## config.mk

```make
export PLATFORM = sky130hd
export DESIGN_NAME = video_pixel_shifter
export DESIGN_NICKNAME = d
export VERILOG_FILES = /design/src/rtl/video_pixel_shifter.sv
export SDC_FILE = /design/constraint.sdc
export NUM_CORES = 1
export LEC_CHECK = 0
export ABC_AREA = 1
export CAP_MARGIN = 10
export CORE_MARGIN = 2
export CORE_UTILIZATION = 35
export CTS_CLUSTER_DIAMETER = 80
export CTS_CLUSTER_SIZE = 30
export DETAILED_ROUTE_END_ITERATION = 6
export PLACE_DENSITY = 0.56
export SLEW_MARGIN = 20
export SYNTH_ARGS = -nofsm -noshare
export SYNTH_HDL_FRONTEND = slang
export SYNTH_SLANG_ARGS = --single-unit
```

## constraint.sdc

```tcl
create_clock -name clk -period 3.4 [get_ports clk]
set_input_delay 0.68 -clock clk [delete_from_list [all_inputs] [get_ports clk]]
set_output_delay 0.68 -clock clk [all_outputs]
set_load 0.1 [all_outputs]
```

## src/rtl/video_pixel_shifter.sv

```systemverilog
`default_nettype none
// +--------------------------------------------------------------------------+
// | Module      : video_pixel_shifter                                        |
// | Description : Video serialiser. Snoops CPU video-RAM reads, buffers the  |
// |               fetched words in a small FIFO and shifts them out as       |
// |               BPP-bit pixels, one pixel every DIV clocks.                |
// | Options     : VIDSHIFT_LSB_FIRST_EN - when defined, pixels are taken     |
// |               from the low BPP bits and the shifter moves right.         |
// |               Default build is MSB-first.                                |
// | Revision    : 1.0 - initial release                                      |
// +--------------------------------------------------------------------------+
// Ports
//   clk          in   system clock
//   reset        in   asynchronous active-low reset
//   snoopStrobe  in   qualified video-RAM read strobe
//   snoopData    in   read data, valid LOAD_DELAY clocks after snoopStrobe
//   visible      in   1 = active display, 0 = blank/sync (flushes pipeline)
//   clrFlags     in   synchronous clear of overrun/underrun
//   pixelOut     out  current pixel (IDLE_PIX when nothing to show)
//   fifoLevel    out  number of words held in the FIFO (0..DEPTH)
//   overrun      out  sticky: word arrived while FIFO full
//   underrun     out  sticky: pixel needed while visible with no data
module video_pixel_shifter #(
  parameter int             DATA_W     = 8,
  parameter int             BPP        = 1,
  parameter int             DIV        = 2,
  parameter int             DEPTH      = 4,
  parameter int             LOAD_DELAY = 1,
  parameter logic [BPP-1:0] IDLE_PIX   = {BPP{1'b1}}
) (
  input  logic                   clk,
  input  logic                   reset,
  input  logic                   snoopStrobe,
  input  logic [DATA_W-1:0]      snoopData,
  input  logic                   visible,
  input  logic                   clrFlags,
  output logic [BPP-1:0]         pixelOut,
  output logic [$clog2(DEPTH):0] fifoLevel,
  output logic                   overrun,
  output logic                   underrun
);

  localparam int PPW   = DATA_W / BPP;
  localparam int PTR_W = $clog2(DEPTH);
  localparam int LVL_W = PTR_W + 1;
  localparam int CNT_W = $clog2(PPW + 1);
  localparam int DIV_W = (DIV > 1) ? $clog2(DIV) : 1;

  localparam logic [CNT_W-1:0] C_PPW      = CNT_W'(PPW);
  localparam logic [CNT_W-1:0] C_CNT_ONE  = CNT_W'(1);
  localparam logic [DIV_W-1:0] C_DIV_LAST = DIV_W'(DIV - 1);
  localparam logic [LVL_W-1:0] C_DEPTH    = LVL_W'(DEPTH);

`ifdef VIDSHIFT_LSB_FIRST_EN
  // Background fill enters at the top as the register moves right.
  localparam logic [DATA_W-1:0] C_FILL = DATA_W'(IDLE_PIX) << (DATA_W - BPP);
`else
  localparam logic [DATA_W-1:0] C_FILL = DATA_W'(IDLE_PIX);
`endif

  // State
  logic [LOAD_DELAY-1:0] strobe_pipe_q, strobe_pipe_d;
  logic [DATA_W-1:0]     mem_q [DEPTH];
  logic [DATA_W-1:0]     mem_d [DEPTH];
  logic [PTR_W-1:0]      wr_ptr_q, wr_ptr_d;
  logic [PTR_W-1:0]      rd_ptr_q, rd_ptr_d;
  logic [LVL_W-1:0]      level_q, level_d;
  logic [DATA_W-1:0]     shift_q, shift_d;
  logic [CNT_W-1:0]      count_q, count_d;
  logic [DIV_W-1:0]      div_q, div_d;
  logic                  overrun_q, overrun_d;
  logic                  underrun_q, underrun_d;

  // Combinational helpers
  logic              w_push_req;
  logic              w_fifo_empty;
  logic              w_fifo_full;
  logic              w_tick;
  logic              w_resync;
  logic              w_pop;
  logic              w_push_ok;
  logic              w_overrun_evt;
  logic              w_underrun_evt;
  logic [BPP-1:0]    w_pix;
  logic [DATA_W-1:0] w_shifted;

  // Strobe delay line: aligns the strobe with the synchronous read data.
  generate
    if (LOAD_DELAY == 1) begin : g_pipe_single
      assign strobe_pipe_d = snoopStrobe;
    end else begin : g_pipe_multi
      assign strobe_pipe_d = {strobe_pipe_q[LOAD_DELAY-2:0], snoopStrobe};
    end
  endgenerate

  assign w_push_req = strobe_pipe_q[LOAD_DELAY-1];

`ifdef VIDSHIFT_LSB_FIRST_EN
  assign w_pix     = shift_q[BPP-1:0];
  assign w_shifted = (shift_q >> BPP) | C_FILL;
`else
  assign w_pix     = shift_q[DATA_W-1 -: BPP];
  assign w_shifted = (shift_q << BPP) | C_FILL;
`endif

  always_comb begin
    w_fifo_empty = (level_q == '0);
    w_fifo_full  = (level_q == C_DEPTH);
    // Divider only runs while a word is being shown; an empty shifter
    // waits at 0 so a fresh load always gets a full first pixel.
    w_tick       = (count_q != '0) && (div_q == C_DIV_LAST);
    w_resync     = (count_q == '0) && !w_fifo_empty;
    w_pop        = visible && !w_fifo_empty &&
                   (w_resync || (w_tick && (count_q == C_CNT_ONE)));
    // A pop on the same edge frees the slot, so a full FIFO still accepts.
    w_push_ok      = visible && w_push_req && (!w_fifo_full || w_pop);
    w_overrun_evt  = visible && w_push_req && w_fifo_full && !w_pop;
    w_underrun_evt = visible && w_tick && (count_q == C_CNT_ONE) && w_fifo_empty;
  end

  always_comb begin
    mem_d      = mem_q;
    wr_ptr_d   = wr_ptr_q;
    rd_ptr_d   = rd_ptr_q;
    level_d    = level_q;
    shift_d    = shift_q;
    count_d    = count_q;
    div_d      = div_q;
    // Event wins over a simultaneous clear.
    overrun_d  = (overrun_q  && !clrFlags) || w_overrun_evt;
    underrun_d = (underrun_q && !clrFlags) || w_underrun_evt;

    if (!visible) begin
      // Blanking flushes everything downstream of the strobe pipe.
      wr_ptr_d = '0;
      rd_ptr_d = '0;
      level_d  = '0;
      count_d  = '0;
      div_d    = '0;
    end else begin
      if (w_resync) begin
        shift_d = mem_q[rd_ptr_q];
        count_d = C_PPW;
        div_d   = '0;
      end else if (count_q != '0) begin
        div_d = w_tick ? '0 : div_q + DIV_W'(1);
        if (w_tick) begin
          if (count_q > C_CNT_ONE) begin
            shift_d = w_shifted;
            count_d = count_q - C_CNT_ONE;
          end else if (!w_fifo_empty) begin
            shift_d = mem_q[rd_ptr_q];
            count_d = C_PPW;
          end else begin
            count_d = '0;
          end
        end
      end

      if (w_push_ok) begin
        mem_d[wr_ptr_q] = snoopData;
        wr_ptr_d        = wr_ptr_q + PTR_W'(1);
      end
      if (w_pop) begin
        rd_ptr_d = rd_ptr_q + PTR_W'(1);
      end
      level_d = level_q + LVL_W'(w_push_ok) - LVL_W'(w_pop);
    end
  end

  always_ff @(posedge clk or negedge reset) begin
    if (!reset) begin
      strobe_pipe_q <= '0;
      for (int i = 0; i < DEPTH; i++) begin
        mem_q[i] <= '0;
      end
      wr_ptr_q   <= '0;
      rd_ptr_q   <= '0;
      level_q    <= '0;
      shift_q    <= '0;
      count_q    <= '0;
      div_q      <= '0;
      overrun_q  <= 1'b0;
      underrun_q <= 1'b0;
    end else begin
      strobe_pipe_q <= strobe_pipe_d;
      for (int i = 0; i < DEPTH; i++) begin
        mem_q[i] <= mem_d[i];
      end
      wr_ptr_q   <= wr_ptr_d;
      rd_ptr_q   <= rd_ptr_d;
      level_q    <= level_d;
      shift_q    <= shift_d;
      count_q    <= count_d;
      div_q      <= div_d;
      overrun_q  <= overrun_d;
      underrun_q <= underrun_d;
    end
  end

  assign pixelOut  = (count_q == '0) ? IDLE_PIX : w_pix;
  assign fifoLevel = level_q;
  assign overrun   = overrun_q;
  assign underrun  = underrun_q;

endmodule
`default_nettype wire

```

==> results of run 1 <==
per-stage QoR:
| step | power (µW) | std cells |
|---|---|---|
| after floorplan | 2260 | 349 |
| after global placement | 2510 | 459 |
| after detailed placement | 2520 | 459 |
| after CTS | 2900 | 466 |
| after global routing | 3130 | 466 |
| final | 2880 | 466 |
cells in the mapped netlist:
cell type / count
sky130_fd_sc_hd__nor2_1: 7
sky130_fd_sc_hd__fa_1: 1
sky130_fd_sc_hd__a21oi_1: 2
sky130_fd_sc_hd__nand3_4: 1
sky130_fd_sc_hd__o32ai_1: 1
sky130_fd_sc_hd__nor3_1: 1
sky130_fd_sc_hd__nand2_2: 4
sky130_fd_sc_hd__buf_12: 4
sky130_fd_sc_hd__ha_1: 9
sky130_fd_sc_hd__nand4_1: 33
sky130_fd_sc_hd__or2_2: 1
sky130_fd_sc_hd__clkinv_1: 2
sky130_fd_sc_hd__buf_2: 10
sky130_fd_sc_hd__o21ai_2: 1
sky130_fd_sc_hd__nand3_1: 25
sky130_fd_sc_hd__nand2_1: 140
sky130_fd_sc_hd__inv_2: 5
sky130_fd_sc_hd__dfrtp_1: 55
sky130_fd_sc_hd__o21ai_1: 1
sky130_fd_sc_hd__xnor2_1: 1
sky130_fd_sc_hd__o211ai_1: 7
sky130_fd_sc_hd__o21ai_0: 10
sky130_fd_sc_hd__nor2_4: 2
sky130_fd_sc_hd__nand2_4: 1
sky130_fd_sc_hd__o22ai_1: 1
sky130_fd_sc_hd__o221ai_1: 1
sky130_fd_sc_hd__xor2_1: 2
sky130_fd_sc_hd__nor2_2: 1
sky130_fd_sc_hd__inv_1: 16
sky130_fd_sc_hd__buf_4: 4
cells by family (layout without fill, tap and decap cells):
| family | after synthesis | count (layout) | share of synthesized area |
|---|---|---|---|
| AND/OR/NAND/NOR | 216 | 216 | 0.336 |
| flip-flops | 55 | 55 | 0.473 |
| buffers and inverters | 41 | 53 | 0.0847 |
| AO/OA/AOI/OAI | 24 | 24 | 0.0516 |
| adder cells (fa/ha/maj) | 10 | 10 | 0.0456 |
| XOR/XNOR | 3 | 3 | 0.00903 |
per-layer routing:
metal  global-route usage  up-vias
met4               0.0362        0
met5                    0        -
li1                     -     1175
met2                0.251       48
met3               0.0292        6
met1                0.229     1111
cell usage in the layout (no fill, tap or decap), drive strengths merged, types with 6 or more instances in the layout:
cell type      instances
nand2                145
dfrtp                 55
nand4                 33
nand3                 26
inv                   21
clkdlybuf4s50         12
o21ai                 12
buf                   11
nor2                  10
ha                     9
o211ai                 7
clkbuf                 6
sequential cells by signal, indices dropped and copies added, names as in the netlist:
signal / cells
shift_q: 8
mem_q: 32
rd_ptr_q: 2
div_q: 1
wr_ptr_q: 2
fifoLevel: 3
overrun: 1
underrun: 1
count_q: 4
strobe_pipe_q: 1
layout make-up:
class,instances,area [µm²]
clock buffer,6,82.6
clock inverter,1,5.00
fill,830,4970
inverter,23,86.3
multi-input combinational,253,1290
sequential,55,1380
tap,105,131
timing repair buffer,23,200
where the power goes:
group | switching, µW | leakage, µW | internal (µW)
registers | 164 | 0.000713 | 920
logic | 984 | 0.000853 | 436
clock network | 214 | 0.0000470 | 161
total | 1360 | 0.00161 | 1520
how the worst max path moves through the flow:
stage | slack [ns] | to | startpoint | cells past startpoint
6_report | 0.90 | fifoLevel[2] | visible | 13
5_1_grt | 0.70 | fifoLevel[2] | visible | 13
4_1_cts | 0.90 | fifoLevel[2] | visible | 13
3_5_place_dp | 0.55 | fifoLevel[2] | visible | 13
3_3_place_gp | 0.61 | fifoLevel[2] | visible | 13
2_1_floorplan | 0.51 | fifoLevel[2] | fifoLevel[1] | 15
==> implementation parameters, run 1 <==
Parameter                              Value

Status
  Result of the run    complete, no violations

Routing
  Met2 WL    between 3000 and 4000 µm
  Post-Route M1 WL    about 3200 µm
  Antenna-violating nets left    0
  Total iterations of the first detailed-routing run    4
  Total length of routed met3 wires    approximately 270 µm
  Via count of the routed design    2340
  Final WL    6750 µm
  Top layer reached by signal wires    met4
  Remaining DRCs    0
  Ratio of routed vias to standard cells    between 5 and 6
  Post-detailed-route wirelength per cell    14.5 µm
  Detailed Route Iter0 Violations    about 150

STA
  Setup TNS    0 ns
  Post-layout min period    2.50 ns
  Max_slew headroom    0.352
  Period Utilization, post-route    0.734
  Final count of hold timing violations    0
  RSZ-0062 raised after global routing    no
  Setup ws final    approximately 0.9 ns
  Peak clock frequency supported by timing    roughly 400 MHz
  Final-report setup violation count    0
  Final setup skew    approximately 0.011 ns
  Slew Limit Fails    0
  Worst hold-check slack    between 0.2 and 0.3 ns
  Transition time at the pin with the least slew margin    between 0.9 and 1 ns

Clock network
  Post-cts resize count    0
  Post-CTS setup buffer count    0
  Post-CTS Hold Fix Bufs    0
  Clk_lat worst skew    0.31 ns
  Max H-tree Level    2
  Clock slew at the register clock pins of the worst setup and hold paths    roughly 0.10 ns
  Clock buffers created by TritonCTS    5
  Clock Tree Buf Depth    2
  Sink count of the clock tree    55
  Root Buffer Master    sky130_fd_sc_hd__clkbuf_8
  TritonCTS clock tree    built

Synth
  Post-Synthesis Cell Area    approximately 2900 µm²
  Biggest area consumer among synthesized cells    sky130_fd_sc_hd__dfrtp_1
  Mapped Nets    roughly 370
  Cells after synthesis    roughly 350
  Share of the synthesized area in the top cell type    0.473
  Synth Warn #    0
  Number of storage elements in the synthesis netlist    between 50 and 60
  Top cells by area, synth    sky130_fd_sc_hd__dfrtp_1 47%, sky130_fd_sc_hd__nand2_1 18%, sky130_fd_sc_hd__nand4_1 7.1%, sky130_fd_sc_hd__nand3_1 4.3%, sky130_fd_sc_hd__ha_1 3.9%
  Syn avg cell area    8.34 µm²
  Sequential cell area fraction in the yosys report    0.473
  Yosys cell types    30

Critical path
  Slowest stage cell, crit path    sky130_fd_sc_hd__clkdlybuf4s50_1
  Endpoint class of the critical path    flop
  Worst path cell trace    clkdlybuf4s50_1 > inv_1 > nor2_1 > nand2_2 > nand2_4 > nand2_1 > ha_1 > inv_1 > ha_1 > inv_1 > fa_1 > xor2_1 > nor2_1
  Top delay family on crit path    adder cells
  Crit path buffers/inverters    4
  Startpoint of the most critical register-to-register path    count_q[1]
  Data arrival time of the critical path    ~2.7 ns
  Type of the setup path with the least slack    in2reg
  Most common cell type on the critical path    sky130_fd_sc_hd__inv_1
  Critical Path Start Type    input port
  Reg2Reg Depth    14
  Critical path fanouts, max    4
  Stage delay of the slowest cell on the critical path    roughly 0.48 ns
  Critical Path RT    3.61 ns
  Reg-to-Reg End    fifoLevel[2]
  Minimum setup slack among reg-to-reg paths    ~1.0 ns

Job
  Number of maximum-capacitance violations    0

Hold path
  Worst hold-check path type    in2async

GRT
  Pin count of the biggest net entering global routing    40
  Overall routing resource usage    0.159
  Global-route wire length before repair    11100 µm
  Via count of the first global-routing pass    2127
  Initial antenna violation count    0
  Remaining global-route overflow    0

Final layout
  Final cell area excluding filler cells    about 3200 µm²
  Antenna diodes    0
  Area growth syn-to-layout    8.90%
  Core Util, Final    0.389
  Fraction of final layout cells with drive strength greater than 1    0.0942
  Final Net Count    384

Die
  Die outline height    approximately 95 µm
  Number of top-level pins    19
  Area of the die    9060 µm²
  Placeable Area    8130 µm²
  Core Rows    33
  Starting utilization of the core area    0.358
  Horizontal extent of the die    95.2 µm

Placement
  Dpl ws    approximately 0.55 ns
  Instance area at placement    approximately 3000 µm²
  Number of I/O port buffers    18
  Final weighted congestion in routability-driven placement    0.794
  Post-DP HPWL    4370 µm

Power and ir drop
  Max VDD drop    approximately 0.33 mV
  Leakage    between 0.0015 and 0.002 µW
  Pwr dens    909 nW/µm²
Power figures use the tool's default switching activity.
==> run 2: changes to the inputs <==
clock period = 2.35 ns   (was 3.4 ns; I/O delays follow)
==> run 2 against run 1 <==
Against the previous run:
- setup slack worse by 0.75 ns
- non-clock buffer count up 19
- sequential power up 48%
- critical endpoint is now fifoLevel[1]
- combinational power up 59%
==> implementation parameters, run 2 (same netlist as run 1, synthesis figures left out) <==
Parameter                              Value

Critical path
  Data arrival time of the critical path    2.42 ns (was 2.71 ns)
  Critical Path Start Type    flop (was input port)
  Worst setup path endpoint    fifoLevel[1] (was fifoLevel[2])
  Minimum setup slack among reg-to-reg paths    0.15 ns (was 1.04 ns)
  Critical Path RT    2.57 ns (was 3.61 ns)
  Startpoint of the most critical register-to-register path    count_q[1] (unchanged)
  Type of the setup path with the least slack    reg2reg (was in2reg)
  Endpoint class of the critical path    flop (unchanged)
  Reg2Reg Depth    13 (was 14)
  Source of the critical timing path    count_q[1] (was visible)
  Reg-to-Reg End    fifoLevel[1] (was fifoLevel[2])
  Critical path fanouts, max    4 (unchanged)

Clock network
  Root Buffer Master    sky130_fd_sc_hd__clkbuf_8 (unchanged)
  TritonCTS clock tree    built (unchanged)
  Clock slew at the register clock pins of the worst setup and hold paths    0.11 ns (was 0.10 ns)
  Clk_lat worst skew    0.32 ns (was 0.31 ns)
  Clock buffers created by TritonCTS    5 (unchanged)
  Sink count of the clock tree    55 (unchanged)
  Max H-tree Level    2 (unchanged)
  Post-CTS Hold Fix Bufs    0 (unchanged)
  Clock Tree Buf Depth    2 (unchanged)

Final layout
  Antenna diodes    0 (unchanged)
  Most frequent standard cell in the layout excluding fill and tap cells    sky130_fd_sc_hd__nand2_1 (unchanged)
  Fill cell total of the finished layout    819 (was 830)
  Largest registers ranked by flip-flop count    mem_q: 32 flops, shift_q: 8 flops, count_q: 4 flops (unchanged)
  Number of flip-flops in the largest register    32 (unchanged)
  Fraction of final layout cells with drive strength greater than 1    0.173 (was 0.0942)
  Final Net Count    403 (was 384)
  Area growth syn-to-layout    17.4% (was 8.90%)
  Register with the highest flop count    mem_q (unchanged)
  Top library cells by usage in the layout, fill and taps aside    139 x sky130_fd_sc_hd__nand2_1, 52 x sky130_fd_sc_hd__dfrtp_1, 33 x sky130_fd_sc_hd__nand4_1 (was 140 x sky130_fd_sc_hd__nand2_1, 55 x sky130_fd_sc_hd__dfrtp_1, 33 x sky130_fd_sc_hd__nand4_1)

STA
  Slew Limit Fails    0 (unchanged)
  Final setup skew    0.0122 ns (was 0.0108 ns)
  Worst hold-check slack    0.0466 ns (was 0.273 ns)
  Final-report setup violation count    0 (unchanged)
  Setup TNS    0 ns (unchanged)
  Period Utilization, post-route    0.937
  Max_slew headroom    0.636 (was 0.352)
  Post-layout min period    roughly 2.2 ns
  Peak clock frequency supported by timing    approximately 450 MHz
  Final count of hold timing violations    0 (unchanged)
  Transition time at the pin with the least slew margin    0.543 ns (was 0.969 ns)

GRT
  Initial antenna violation count    0 (unchanged)
  Overall routing resource usage    0.163 (was 0.159)
  Pin count of the biggest net entering global routing    42 (was 40)
  Global-route wire length before repair    11600 µm (was 11100 µm)
  Via count of the first global-routing pass    2309 (was 2127)
  Remaining global-route overflow    0 (unchanged)

Routing
  Antenna-violating nets left    0 (unchanged)
  Final WL    6850 µm (was 6750 µm)
  Ratio of routed vias to standard cells    5.02 (about the same)
  Total iterations of the first detailed-routing run    4 (unchanged)
  Detailed Route Iter0 Violations    147 (unchanged)
  Via count of the routed design    2441 (was 2340)
  Post-detailed-route wirelength per cell    14.1 µm (was 14.5 µm)
  Remaining DRCs    0 (unchanged)

Placement
  Final weighted congestion in routability-driven placement    0.817 (was 0.794)
  Number of I/O port buffers    18 (unchanged)
  Post-DP HPWL    4610 µm (was 4370 µm)

Die
  Core Rows    33 (unchanged)
  Number of top-level pins    19 (unchanged)
  Placeable Area    8130 µm² (unchanged)
  Horizontal extent of the die    95.2 µm (unchanged)
  Area of the die    9060 µm² (unchanged)
  Die outline height    95.2 µm (unchanged)
  Starting utilization of the core area    0.358 (unchanged)

Power and ir drop
  Pwr dens    1330 nW/µm² (was 909 nW/µm²)
  Leakage    0.00173 µW (was 0.00161 µW)
  Max VDD drop    0.403 mV (was 0.329 mV)
  Post-layout total power    4530 µW (was 2880 µW)

Job
  Number of maximum-capacitance violations    0 (unchanged)

Status
  Result of the run    complete, no violations (unchanged)

Hold path
  Worst hold-check path type    in2async (unchanged)
## run 2: cell count changes in the layout (fill, tap and decap cells not counted), sizes merged
cell	delta
buf	+20
bufinv	+1
clkdlybuf4s50	-1
## run 2: critical path, cell delays in order (launching register included)
cell	delay (ns)
sky130_fd_sc_hd__dfrtp_1	0.38
sky130_fd_sc_hd__inv_2	0.12
sky130_fd_sc_hd__ha_4	0.15
sky130_fd_sc_hd__nand2_2	0.06
sky130_fd_sc_hd__o21ai_2	0.13
sky130_fd_sc_hd__nand2_2	0.10
sky130_fd_sc_hd__nand2_4	0.08
sky130_fd_sc_hd__nand2_4	0.04
sky130_fd_sc_hd__ha_1	0.27
sky130_fd_sc_hd__inv_1	0.06
sky130_fd_sc_hd__ha_1	0.13
sky130_fd_sc_hd__inv_1	0.05
sky130_fd_sc_hd__fa_2	0.51
sky130_fd_sc_hd__nor2_1	0.05
## run 2: layer usage
layer  routed length (µm)  track usage  vias to the layer above
met5                    0            0                        -
met3                  249       0.0253                        9
li1                     -            -                     1212
met4                   89       0.0435                        0
met2                 3350        0.265                       53
met1                 3160        0.228                     1167
## run 2: how the worst min path moves through the flow
stage                        end  slack [ns]  cells past startpoint
floorplan             count_q[0]        0.17                      0
global placement    fifoLevel[0]        0.41                      1
detailed placement  fifoLevel[0]        0.41                      1
CTS                    mem_q[23]        0.06                      1
global route           mem_q[23]        0.07                      1
finish                 mem_q[23]        0.05                      1
## run 2: report_power, final
part | internal [µW] | leakage (µW) | switching, µW
logic | 784 | 0.000956 | 1470
clock network | 346 | 0.0000612 | 333
registers | 1340 | 0.000708 | 251
total | 2480 | 0.00173 | 2050
## run 2: stage by stage
step,setup WS (ns),std cells,utilization,area [µm²]
floorplan,-0.0296,349,-,2930
global placement,-0.158,473,0.397,3230
detailed placement,-0.192,473,0.397,3230
CTS,0.0356,481,0.412,3350
global route,-0.00644,486,0.420,3410
finish,0.149,486,0.420,3410
## run 2: area by class of cell
cell class / instances / area (µm²) / share of cell area
well taps: 105 / 131 / 0.0385
clock inverters: 2 / 35.0 / 0.0103
clock buffers: 6 / 82.6 / 0.0242
inverters: 23 / 86.3 / 0.0253
flip-flops and latches: 55 / 1390 / 0.406
multi-input cells: 253 / 1330 / 0.388
repair buffers: 42 / 365 / 0.107
## run 2: repair_timing
action / in CTS / in global routing
endpoints found under the setup margin: 0 / 2
setup buffers: 0 / 5
gates resized for setup: 0 / 7
==> run 3: changes to the inputs <==
clock period = 2.03 ns   (was 2.35 ns; I/O delays follow)
==> run 3 against run 2 <==
Against the previous run:
- the flow now finishes with violations (setup timing)
- final cell count rose by 2.3%
- non-clock buffer count grew 11
- first-iteration DRC count is 26% lower
- setup slack worse by 0.23 ns
- total power grew 19%
- sequential power is 13% higher
- worst hold slack better by 0.020 ns
- largest power group unchanged
==> implementation parameters, run 3 (same netlist as run 1, synthesis figures left out) <==
Parameter                              Value

STA
  RSZ-0062 raised after global routing    yes
  Max_slew headroom    0.607 (was 0.636)
  Period Utilization, post-route    1.04 (was 0.937)
  Peak clock frequency supported by timing    473 MHz (was 454 MHz)
  Post-layout min period    2.11 ns (was 2.20 ns)
  Final count of hold timing violations    0 (unchanged)
  Transition time at the pin with the least slew margin    0.589 ns (was 0.543 ns)
  Final-report setup violation count    9 (was 0)
  Setup ws final    -0.0821 ns (was 0.149 ns)
  Slew Limit Fails    0 (unchanged)
  Final setup skew    0.0110 ns (was 0.0122 ns)

Critical path
  Critical path fanouts, max    3 (was 4)
  Slowest stage cell, crit path    sky130_fd_sc_hd__fa_2 (unchanged)
  Critical Path Start Type    flop (unchanged)
  Type of the setup path with the least slack    reg2reg (unchanged)
  Critical Path RT    2.26 ns (was 2.57 ns)
  Worst path cell trace    inv_2 > ha_4 > nand2_4 > o21ai_2 > nand2_2 > nand2_4 > nand2_4 > ha_4 > inv_2 > ha_4 > inv_2 > fa_2 > nor2_2 (was inv_2 > ha_4 > nand2_2 > o21ai_2 > nand2_2 > nand2_4 > nand2_4 > ha_1 > inv_1 > ha_1 > inv_1 > fa_2 > nor2_1)
  Data arrival time of the critical path    2.34 ns (was 2.42 ns)
  Top delay family on crit path    adder cells (unchanged)
  Stage delay of the slowest cell on the critical path    0.51 ns (about the same)
  Crit path buffers/inverters    3 (unchanged)
  Endpoint class of the critical path    flop (unchanged)

Clock network
  Root Buffer Master    sky130_fd_sc_hd__clkbuf_8 (unchanged)
  Post-CTS Hold Fix Bufs    0 (unchanged)
  Clock buffers created by TritonCTS    5 (unchanged)
  Clock Tree Buf Depth    2 (unchanged)
  Max H-tree Level    2 (unchanged)
  Clock slew at the register clock pins of the worst setup and hold paths    0.11 ns (about the same)
  Sink count of the clock tree    55 (unchanged)
  Clk_lat worst skew    0.33 ns (was 0.32 ns)
  TritonCTS clock tree    built (unchanged)

Final layout
  Top library cells by usage in the layout, fill and taps aside    139 x sky130_fd_sc_hd__nand2_1, 52 x sky130_fd_sc_hd__dfrtp_1, 39 x sky130_fd_sc_hd__buf_4 (was 139 x sky130_fd_sc_hd__nand2_1, 52 x sky130_fd_sc_hd__dfrtp_1, 33 x sky130_fd_sc_hd__nand4_1)
  Antenna diodes    0 (unchanged)
  Most frequent standard cell in the layout excluding fill and tap cells    sky130_fd_sc_hd__nand2_1 (unchanged)
  Largest registers ranked by flip-flop count    mem_q: 32 flops, shift_q: 8 flops, count_q: 4 flops (unchanged)
  Area growth syn-to-layout    20.8% (was 17.4%)
  Register with the highest flop count    mem_q (unchanged)
  Fill cell total of the finished layout    817 (was 819)
  Number of flip-flops in the largest register    32 (unchanged)
  Final Net Count    414 (was 403)
  Fraction of final layout cells with drive strength greater than 1    0.214 (was 0.173)
  Core Util, Final    0.432 (was 0.420)

Status
  Violated checks    setup timing
  Result of the run    finished with violations (was complete, no violations)

GRT
  Via count of the first global-routing pass    2417 (was 2309)
  Remaining global-route overflow    0 (unchanged)
  Pin count of the biggest net entering global routing    40 (was 42)
  Global-route wire length before repair    11900 µm (was 11600 µm)
  Initial antenna violation count    0 (unchanged)
  Overall routing resource usage    0.170 (was 0.163)

Power and ir drop
  Share of power burned in combinational logic    0.538 (was 0.498)
  Clock Power Share    0.125 (was 0.150)
  Internal cell power    2890 µW (was 2480 µW)
  Switching component of the power    2490 µW (was 2050 µW)
  Pwr dens    1530 nW/µm² (was 1330 nW/µm²)
  Sequential group share of total power    0.337 (was 0.352)
  Leakage    0.00177 µW (was 0.00173 µW)
  Share of total power consumed by net switching    0.463 (was 0.454)
  Max VDD drop    0.423 mV (was 0.403 mV)
  Post-layout total power    5370 µW (was 4530 µW)

Routing
  Antenna-violating nets left    0 (unchanged)
  Detailed Route Iter0 Violations    109 (was 147)
  Via count of the routed design    2439 (was 2441)
  Final WL    7130 µm (was 6850 µm)
  Total iterations of the first detailed-routing run    4 (unchanged)
  Remaining DRCs    0 (unchanged)
  Post-detailed-route wirelength per cell    14.3 µm (was 14.1 µm)
  Ratio of routed vias to standard cells    4.91 (was 5.02)

Die
  Number of top-level pins    19 (unchanged)
  Horizontal extent of the die    95.2 µm (unchanged)
  Core Rows    33 (unchanged)
  Area of the die    9060 µm² (unchanged)
  Starting utilization of the core area    0.358 (unchanged)
  Die outline height    95.2 µm (unchanged)
  Placeable Area    8130 µm² (unchanged)

Placement
  Post-DP HPWL    4750 µm (was 4610 µm)
  Number of I/O port buffers    18 (unchanged)
  Final weighted congestion in routability-driven placement    0.760 (was 0.817)

Job
  Number of maximum-capacitance violations    0 (unchanged)

Hold path
  Worst hold-check path type    in2async (unchanged)
## run 3: cell types whose count changed in the layout (fill, tap and decap cells not counted), sizes merged
cell	change
buf	+11
inv	+2
bufinv	-1
clkbuf	-1
## run 3: worst reg2reg max path: stages, from the launching register on
cell and delay [ns]:
sky130_fd_sc_hd__dfrtp_1 0.39, sky130_fd_sc_hd__inv_2 0.11, sky130_fd_sc_hd__ha_4 0.16, sky130_fd_sc_hd__nand2_4 0.05
sky130_fd_sc_hd__o21ai_2 0.12, sky130_fd_sc_hd__nand2_2 0.10, sky130_fd_sc_hd__nand2_4 0.08, sky130_fd_sc_hd__nand2_4 0.05
sky130_fd_sc_hd__ha_4 0.21, sky130_fd_sc_hd__inv_2 0.06, sky130_fd_sc_hd__ha_4 0.11, sky130_fd_sc_hd__inv_2 0.03
sky130_fd_sc_hd__fa_2 0.52, sky130_fd_sc_hd__nor2_2 0.03
## run 3: path summary, 6_finish.rpt
path | start | endpoint | slack, ns | cells past startpoint
min | reset | count_q[1] | 0.07 | 1
max in group asynchronous | reset | mem_q[0] | 1.42 | 2
min in group clk | mem_q[8] | mem_q[8] | 0.48 | 2
max reg2reg | count_q[1] | fifoLevel[1] | -0.08 | 13
min reg2reg | mem_q[8] | mem_q[8] | 0.48 | 2
max | count_q[1] | fifoLevel[1] | -0.08 | 13
## run 3: stage by stage
step | cell area [µm²] | instances | hold slack, ns | setup WS, ns | setup TNS (ns)
final | 3510 | 497 | 0.0669 | -0.0821 | -0.196
after global routing | 3510 | 497 | 0.101 | -0.209 | -3.31
after CTS | 3470 | 494 | 0.0825 | -0.0666 | -0.124
after detailed placement | 3340 | 484 | 0.443 | -0.347 | -4.61
after global placement | 3340 | 484 | 0.444 | -0.309 | -3.82
after floorplan | 2960 | 349 | 0.110 | -0.322 | -0.597
## run 3: power groups by stage
stage / Clock (µW) / Combinational, µW / Sequential (µW)
final: 674 / 2890 / 1810
after global routing: 726 / 3250 / 1870
after CTS: 691 / 2820 / 1810
after detailed placement: 0 / 2750 / 1830
after global placement: 0 / 2720 / 1820
after floorplan: 0 / 1880 / 1980
## run 3: final cells by class
cell class              count  area (µm²)  area share
clock buffers               5        68.8      0.0196
clock inverters             3        26.3     0.00748
inverters                  23        86.3      0.0246
multi-input cells         253        1370       0.389
flip-flops and latches     55        1390       0.395
well taps                 105         131      0.0374
repair buffers             53         448       0.127
## run 3: routing by layer
layer  GRT usage  vias up  part of all wire  wire, µm
met4      0.0423        0             0.015       109
met2       0.293       30              0.49      3500
met3      0.0261        9             0.021       147
li1            -     1232                 -         -
met5           0        -                 0         0
met1       0.224     1168              0.47      3370
## run 3: what timing repair did
| item | in CTS | in global routing |
|---|---|---|
| pin swaps | 3 | 2 |
| setup endpoints to repair | 3 | 35 |
| buffers inserted | 2 | 3 |
| resized for setup | 5 | 7 |
